`src/rtl/pc_fetch_pkg.sv`:
```
`default_nettype none
// ============================================================================
// Module      : pc_fetch_pkg
// Description : Shared TIS-node parameter header: opcode encodings and the
//               21-bit instruction word field positions, used by the opcode
//               decoder and the PC/fetch stage.
// Revision    : 1.0 - initial release
// ============================================================================
package pc_fetch_pkg;

    // Instruction word geometry
    localparam int WORD_W   = 21;
    localparam int OPC_HI   = 20;
    localparam int OPC_LO   = 17;
    localparam int OPC_W    = OPC_HI - OPC_LO + 1;
    localparam int CONST_LO = 3;    // constant field starts here; jump targets use its low bits

    // Opcode encodings seen by the PC logic
    localparam logic [OPC_W-1:0] OP_NOP = 4'h0;
    localparam logic [OPC_W-1:0] OP_JMP = 4'h8;
    localparam logic [OPC_W-1:0] OP_JEZ = 4'h9;
    localparam logic [OPC_W-1:0] OP_JNZ = 4'hA;
    localparam logic [OPC_W-1:0] OP_JGZ = 4'hB;
    localparam logic [OPC_W-1:0] OP_JLZ = 4'hC;
    localparam logic [OPC_W-1:0] OP_JRO = 4'hD;

    // Word presented to the decoder whenever no instruction is live
    localparam logic [WORD_W-1:0] NOP_WORD = {OP_NOP, {(WORD_W-OPC_W){1'b0}}};

endpackage : pc_fetch_pkg
`default_nettype wire

```
`src/rtl/pc_fetch_next_pc.sv`:
```
`default_nettype none
// ============================================================================
// Module      : next_pc
// Description : Purely combinational next-PC selection for one TIS node:
//               sequential with wrap, absolute/conditional jumps, and the
//               clamped relative jump (JRO) when PC_FETCH_JRO_EN is defined.
//               Without PC_FETCH_JRO_EN, JRO falls back to sequential.
// Revision    : 1.0 - initial release
// ============================================================================
module next_pc
    import pc_fetch_pkg::*;
#(
    parameter int ADDR_W = 4
) (
    input  logic [OPC_W-1:0]   i_opcode,
    input  logic [ADDR_W-1:0]  i_pc,
    input  logic [ADDR_W-1:0]  i_target,
    input  logic signed [10:0] i_acc,
    input  logic signed [10:0] i_jro_val,
    input  logic [ADDR_W:0]    i_prog_len,
    output logic [ADDR_W-1:0]  o_next_pc
);

    logic [ADDR_W:0]   w_pc_inc;
    logic [ADDR_W-1:0] w_seq;
    logic [ADDR_W-1:0] w_tgt;
    logic [ADDR_W-1:0] w_jro;
    logic              w_acc_zero;
    logic              w_acc_neg;
    logic              w_acc_pos;

    assign w_pc_inc   = {1'b0, i_pc} + {{ADDR_W{1'b0}}, 1'b1};
    assign w_seq      = (w_pc_inc == i_prog_len) ? '0 : w_pc_inc[ADDR_W-1:0];
    // Targets beyond the loaded program restart at slot 0
    assign w_tgt      = ({1'b0, i_target} < i_prog_len) ? i_target : '0;
    assign w_acc_zero = (i_acc == 11'sd0);
    assign w_acc_neg  = i_acc[10];
    assign w_acc_pos  = !w_acc_zero && !w_acc_neg;

`ifdef PC_FETCH_JRO_EN
    logic signed [11:0] w_jro_sum;
    logic signed [11:0] w_jro_max;
    logic               w_jro_unused;

    assign w_jro_sum    = $signed({{(12-ADDR_W){1'b0}}, i_pc}) + $signed({i_jro_val[10], i_jro_val});
    assign w_jro_max    = $signed({{(11-ADDR_W){1'b0}}, i_prog_len}) - 12'sd1;
    assign w_jro_unused = ^{w_jro_sum[11:ADDR_W], w_jro_max[11:ADDR_W]};

    // Clamp the relative jump into [0, prog_len-1]
    always_comb begin
        w_jro = w_jro_sum[ADDR_W-1:0];
        if (w_jro_sum < 12'sd0) begin
            w_jro = '0;
        end else if (w_jro_sum > w_jro_max) begin
            w_jro = w_jro_max[ADDR_W-1:0];
        end
    end
`else
    logic w_jro_unused;

    assign w_jro_unused = ^i_jro_val;
    assign w_jro        = w_seq;
`endif

    // Opcode-driven selection of the next PC
    always_comb begin
        o_next_pc = w_seq;
        case (i_opcode)
            OP_JMP:  o_next_pc = w_tgt;
            OP_JEZ:  o_next_pc = w_acc_zero ? w_tgt : w_seq;
            OP_JNZ:  o_next_pc = !w_acc_zero ? w_tgt : w_seq;
            OP_JGZ:  o_next_pc = w_acc_pos ? w_tgt : w_seq;
            OP_JLZ:  o_next_pc = w_acc_neg ? w_tgt : w_seq;
            OP_JRO:  o_next_pc = w_jro;
            default: o_next_pc = w_seq;
        endcase
    end

endmodule : next_pc
`default_nettype wire

```
`src/rtl/pc_fetch.sv`:
```
`default_nettype none
// ============================================================================
// Module      : pc_fetch
// Description : Program counter and instruction store for one TIS node.
//               Holds the program, presents the current instruction word to
//               the decoder and advances the PC from the decoder's opcode.
//               Optional macro PC_FETCH_JRO_EN enables the clamped JRO jump.
// Revision    : 1.0 - initial release
// ============================================================================
module pc_fetch
    import pc_fetch_pkg::*;
#(
    parameter int PROG_DEPTH = 16,
    parameter int ADDR_W     = 4
) (
    input  logic                clk,
    input  logic                rst_n,
    input  logic                load_en,
    input  logic                load_clr,
    input  logic [ADDR_W-1:0]   load_addr,
    input  logic [WORD_W-1:0]   load_data,
    input  logic                run,
    input  logic                stall,
    input  logic [OPC_W-1:0]    pc_instr,
    input  logic signed [10:0]  acc,
    input  logic signed [10:0]  jro_val,
    output logic [WORD_W-1:0]   op_code,
    output logic                op_valid,
    output logic [ADDR_W-1:0]   pc,
    output logic [ADDR_W:0]     prog_len
);

    localparam logic [0:0]        S_IDLE  = 1'b0;
    localparam logic [0:0]        S_RUN   = 1'b1;
    localparam logic [ADDR_W:0]   c_depth = (ADDR_W+1)'(PROG_DEPTH);

    logic [WORD_W-1:0] r_mem [PROG_DEPTH];
    logic [0:0]        r_state;
    logic [ADDR_W-1:0] r_pc;
    logic [ADDR_W:0]   r_prog_len;

    logic              w_idle;
    logic              w_load_wr;
    logic [ADDR_W:0]   w_len_base;
    logic [ADDR_W:0]   w_addr_len;
    logic [ADDR_W:0]   w_len_next;
    logic [WORD_W-1:0] w_mem_word;
    logic [ADDR_W-1:0] w_next_pc;

    assign w_idle     = (r_state == S_IDLE);
    // Writes outside the store are dropped and do not extend the program
    assign w_load_wr  = w_idle && load_en && ({1'b0, load_addr} < c_depth);
    // A simultaneous clear applies before the write
    assign w_len_base = load_clr ? '0 : r_prog_len;
    assign w_addr_len = {1'b0, load_addr} + {{ADDR_W{1'b0}}, 1'b1};
    assign w_len_next = (w_load_wr && (w_addr_len > w_len_base)) ? w_addr_len : w_len_base;

    assign w_mem_word = r_mem[r_pc];
    assign op_valid   = (r_state == S_RUN) && !stall;
    assign op_code    = op_valid ? w_mem_word : NOP_WORD;
    assign pc         = r_pc;
    assign prog_len   = r_prog_len;

    next_pc #(
        .ADDR_W     (ADDR_W)
    ) u_next_pc (
        .i_opcode   (pc_instr),
        .i_pc       (r_pc),
        .i_target   (op_code[ADDR_W+CONST_LO-1:CONST_LO]),
        .i_acc      (acc),
        .i_jro_val  (jro_val),
        .i_prog_len (r_prog_len),
        .o_next_pc  (w_next_pc)
    );

    // Program store write port; contents survive reset
    always_ff @(posedge clk) begin
        if (w_load_wr) begin
            r_mem[load_addr] <= load_data;
        end
    end

    // Run/idle control: only enter RUN with a non-empty program
    always_ff @(posedge clk or negedge rst_n) begin
        if (!rst_n) begin
            r_state <= S_IDLE;
        end else begin
            case (r_state)
                S_IDLE:  if (run && (r_prog_len != '0)) r_state <= S_RUN;
                S_RUN:   if (!run) r_state <= S_IDLE;
                default: r_state <= S_IDLE;
            endcase
        end
    end

    // Program length tracks the highest written slot while idle
    always_ff @(posedge clk or negedge rst_n) begin
        if (!rst_n) begin
            r_prog_len <= '0;
        end else if (w_idle) begin
            r_prog_len <= w_len_next;
        end
    end

    // PC advances on every non-stalled RUN cycle; clear rewinds it while idle
    always_ff @(posedge clk or negedge rst_n) begin
        if (!rst_n) begin
            r_pc <= '0;
        end else if (w_idle && load_clr) begin
            r_pc <= '0;
        end else if (op_valid) begin
            r_pc <= w_next_pc;
        end
    end

endmodule : pc_fetch
`default_nettype wire
```
`config.mk`:
```
export PLATFORM = sky130hd
export DESIGN_NAME = pc_fetch
export DESIGN_NICKNAME = d
export VERILOG_FILES = /design/src/rtl/pc_fetch_pkg.sv /design/src/rtl/pc_fetch_next_pc.sv /design/src/rtl/pc_fetch.sv
export SDC_FILE = /design/constraint.sdc
export NUM_CORES = 1
export LEC_CHECK = 0
export ABC_AREA = 1
export BUFFER_PORTS_ARGS = -buffer_cell sky130_fd_sc_hd__buf_2
export CAP_MARGIN = 20
export CORE_ASPECT_RATIO = 0.5
export CORE_UTILIZATION = 30
export CTS_CLUSTER_SIZE = 8
export DETAILED_ROUTE_END_ITERATION = 8
export PLACE_DENSITY = 0.43
export SKIP_LAST_GASP = 1
export SLEW_MARGIN = 20
export SYNTH_ARGS = -nofsm -noshare
export SYNTH_HDL_FRONTEND = slang
export SYNTH_SLANG_ARGS = --single-unit
```
`constraint.sdc`:
```
create_clock -name clk -period 2.6 [get_ports clk]
set_input_delay 0 -clock clk [delete_from_list [all_inputs] [get_ports clk]]
set_output_delay 0 -clock clk [all_outputs]
set_load 0.005 [all_outputs]
```
==> run_results.csv <==
group,metric,value,unit
status,status,"complete, no violations",
critical_path,cp-end-kind,"flop",
place,portBuffers,76,
timing,layout_setup_ws,31.9,ps
logic_synthesis,yosysWarnings,0,
floorplanning,coreArea,47000,um^2
timing,max-slew-margin-rel,56.3,%
clocking,clk_latency,560,ps
critical_path,critPathLaunch,"pc[0]",
place,placed_cell_area,15900,um^2
timing,skew,7.26,ps
global_route,grt_first_pass_wirelength,63.2,mm
routing,ant_nets,0,
critical_path,reg2reg_depth,15,
critical_path,rr_startpoint,"pc[0]",
final_layout,layout.cells.non_filler,1930,
clocking,htreeDepth,2,
critical_path,cp_slowest_cell,"dfrtp_4",
place,place_ws,-51.0,ps
floorplanning,num_rows,56,
logic_synthesis,ys_async_sr_fraction,2.89,%
timing,finalHoldViolations,0,
timing,max_clock_freq,389,MHz
floorplanning,die_h,157,um
logic_synthesis,synth_seq_area_share,72.0,%
critical_path,cp.arrival,3040,ps
clocking,clock-sinks,346,
critical_path,max_stage_delay,540,ps
critical_path,critPathKind,"flop to flop",
critical_path,cp.required,3070,ps
timing,rsz0062_at_grt,"true",
place,gp_congestion,0.787,
critical_path,rr_endpoint,"pc[0]",
clocking,cts.reportedPaths.clkPinSlew,50,ps
final_layout,num_antenna_cells,0,
power_and_ir_drop,power.density,928,nW/um^2
critical_path,crit_chain,"clkbuf_16 -> nor2_1 -> nor2_1 -> a21oi_1 -> o21ai_1 -> nand3_2 -> a21oi_4 -> ha_4 -> a21o_1 -> a22oi_2 -> a21boi_4 -> nand2_1 -> nand2_1 -> nand2_1 -> o21ai_1",
routing,vias_per_cell,5.12,
routing,wl_per_cell,22.7,um
global_route,antenna_found_initial,0,
routing,firstDrtPassIters,7,
routing,drt_iter0_markers,948,
logic_synthesis,syn_area_per_cell,12.8,um^2
final_layout,drive_gt1_share,19.7,%
power_and_ir_drop,p_leak,6.15,nW
place,place.detailed.hpwl,22.4,mm
logic_synthesis,ys_seq_elements,346,
power_and_ir_drop,peakVddDrop,0.547,mV
logic_synthesis,syn_nets,1195,
logic_synthesis,synthFlopType,"edfxtp_1",
clocking,numCtsBuffers,49,
global_route,track_usage,17.5,%
floorplanning,die_w,311,um
floorplanning,start_util,30.5,%
clocking,cts_buffer_depth,3,
clocking,cts_tree,"yes",
global_route,grt_overflow_total,0,
timing,period_share,98.8,%
routing,vias,9891,
logic_synthesis,synthCells,1125,
timing,min_period,2570,ps
final_layout,final_core_util,38.1,%
routing,postRouteWirelength,43.8,mm
final_layout,area_growth,24.7,%
timing,setup_violations,0,
place,numPlacedInstances,1821,
hold_path,hold_path_class,"input pin to flop",
critical_path,worst-path-max-fanout,9,
timing,maxSlewViolCount,0,
clocking,cts.root.buffer_cell,"clkbuf_16",
run,maxCapViolations,0,
routing,drc,0,
timing,worstMarginPinSlew,649,ps
critical_path,cp-start-kind,"flop",
final_layout,stdcell_area,17900,um^2
floorplanning,die_area,48800,um^2
logic_synthesis,ys_types,40,
global_route,first_global_vias,9705,
final_layout,finalNetCount,1354,
global_route,grt_max_degree,65,
critical_path,cp-endpoint,"pc[0]",
logic_synthesis,syn_area,14400,um^2
critical_path,regToRegSetupSlack,30,ps
logic_synthesis,synth_edf_count,336,
critical_path,timing.critical_path.mode_cell,"nand2_1",
floorplanning,num_io_pins,88,
-- kinds of logic after synthesis --
family / Yosys count / share of synthesized area (%)
flops: 346 / 72.0
simple gates: 332 / 9.29
compound gates: 314 / 13.3
buf+inv: 114 / 3.94
fa+ha+maj: 13 / 1.13
xor+xnor: 6 / 0.366
-- registers in the layout, indices dropped and copies added, names as in the netlist --
register  cells
r_state       1
r_mem       336
prog_len      5
pc            4
-- final cells by class --
class	count	area, um^2
Clock inverter	3	55.1
Timing Repair Buffer	177	1610
Tap cell	638	798
Clock buffer	56	1250
Sequential cell	346	10300
Fill cell	4445	29100
Inverter	45	179
Multi-Input combinational cell	665	3670
-- synth_stat cells, types with 3 or more instances --
| library cell | instances | share of area [%] |
|---|---|---|
| a21oi_1 | 24 | 0.84 |
| buf_2 | 13 | 0.45 |
| buf_4 | 7 | 0.37 |
| buf_6 | 8 | 0.63 |
| buf_8 | 3 | 0.31 |
| clkbuf_1 | 35 | 0.91 |
| dfrtp_1 | 10 | 1.7 |
| edfxtp_1 | 336 | 70 |
| ha_1 | 13 | 1.1 |
| inv_1 | 41 | 1.1 |
| inv_2 | 4 | 0.10 |
| nand2_1 | 76 | 2.0 |
| nand3_1 | 36 | 1.3 |
| nand4_1 | 5 | 0.22 |
| nor2_1 | 202 | 5.3 |
| nor3_1 | 5 | 0.17 |
| o211ai_1 | 32 | 1.7 |
| o21ai_0 | 160 | 5.6 |
| o21ai_1 | 16 | 0.56 |
| o21ai_2 | 4 | 0.24 |
| o221ai_1 | 49 | 3.0 |
| o22ai_1 | 21 | 0.91 |
| xor2_1 | 4 | 0.24 |
-- per-stage QoR --
step                TNS, ps  total power (W)  hold WS [ps]
floorplan                 0          0.00900          -296
global placement          0           0.0102          -117
detailed placement     -115           0.0103          -118
CTS                       0           0.0163          2.51
global route          -1190           0.0174          37.1
finish                    0           0.0166          19.0
-- worst min path at each step --
stage / from / to / cells past startpoint
2_1_floorplan: rst_n / pc[0] / 0
3_3_place_gp: rst_n / prog_len[1] / 1
3_5_place_dp: rst_n / prog_len[4] / 1
4_1_cts: load_addr[1] / prog_len[3] / 5
5_1_grt: load_addr[3] / r_mem[15][6] / 3
6_report: load_addr[3] / r_mem[15][6] / 3
-- critical path: cells and delay by family, from the launching register on --
kind | cells | cell delay [ps]
flops | 1 | 540
fa+ha+maj | 1 | 230
buf+inv | 1 | 220
compound gates | 7 | 1040
simple gates | 6 | 450
-- routing by layer --
| metal | part of all wire [%] | global-route usage, % |
|---|---|---|
| met1 | 47 | 24.0 |
| met2 | 46 | 28.5 |
| met3 | 5.9 | 3.38 |
| met4 | 1.9 | 4.11 |
| met5 | 0 | 0 |
-- placed cells by master, fill, tap and decap left out, types with 2 or more instances in the layout --
| cell | count |
|---|---|
| ha_1 | 10 |
| nor2_2 | 6 |
| dlygate4sd3_1 | 30 |
| nand2_2 | 4 |
| nand3_2 | 2 |
| buf_2 | 77 |
| o21ai_0 | 153 |
| nand4_1 | 5 |
| nand3_1 | 35 |
| dfrtp_2 | 3 |
| o221ai_1 | 49 |
| buf_4 | 41 |
| xnor2_1 | 2 |
| o22ai_1 | 21 |
| clkbuf_1 | 7 |
| nor3_1 | 5 |
| buf_6 | 4 |
| inv_1 | 38 |
| buf_16 | 6 |
| edfxtp_1 | 336 |
| clkbuf_16 | 53 |
| ha_4 | 2 |
| o211ai_1 | 32 |
| dfrtp_1 | 6 |
| nor2_1 | 180 |
| o21ai_1 | 23 |
| nand2_1 | 74 |
| xor2_1 | 4 |
| o21bai_1 | 2 |
| a21oi_1 | 22 |
| a21oi_2 | 2 |
| inv_2 | 5 |
| buf_12 | 13 |
| o21ai_2 | 4 |
| nor2_4 | 17 |
-- power breakdown --
group	switching, W	total [W]	leakage (nW)	internal [W]
clock	0.00227	0.00561	0.635	0.00335
combinational	0.00289	0.00461	2.36	0.00172
sequential	0.000126	0.00639	3.15	0.00627
total	0.00528	0.0166	6.15	0.0113
-- what timing repair did --
action | in CTS | in global routing
setup buffers | 2 | 10
resized for setup | 10 | 36
gates cloned | 4 | 4
endpoints found under the hold margin | 360 | 0
pin swaps | 1 | 22
hold buffers | 30 | 0
setup endpoints to repair | 21 | 22
(Power assumes the default switching activity.)
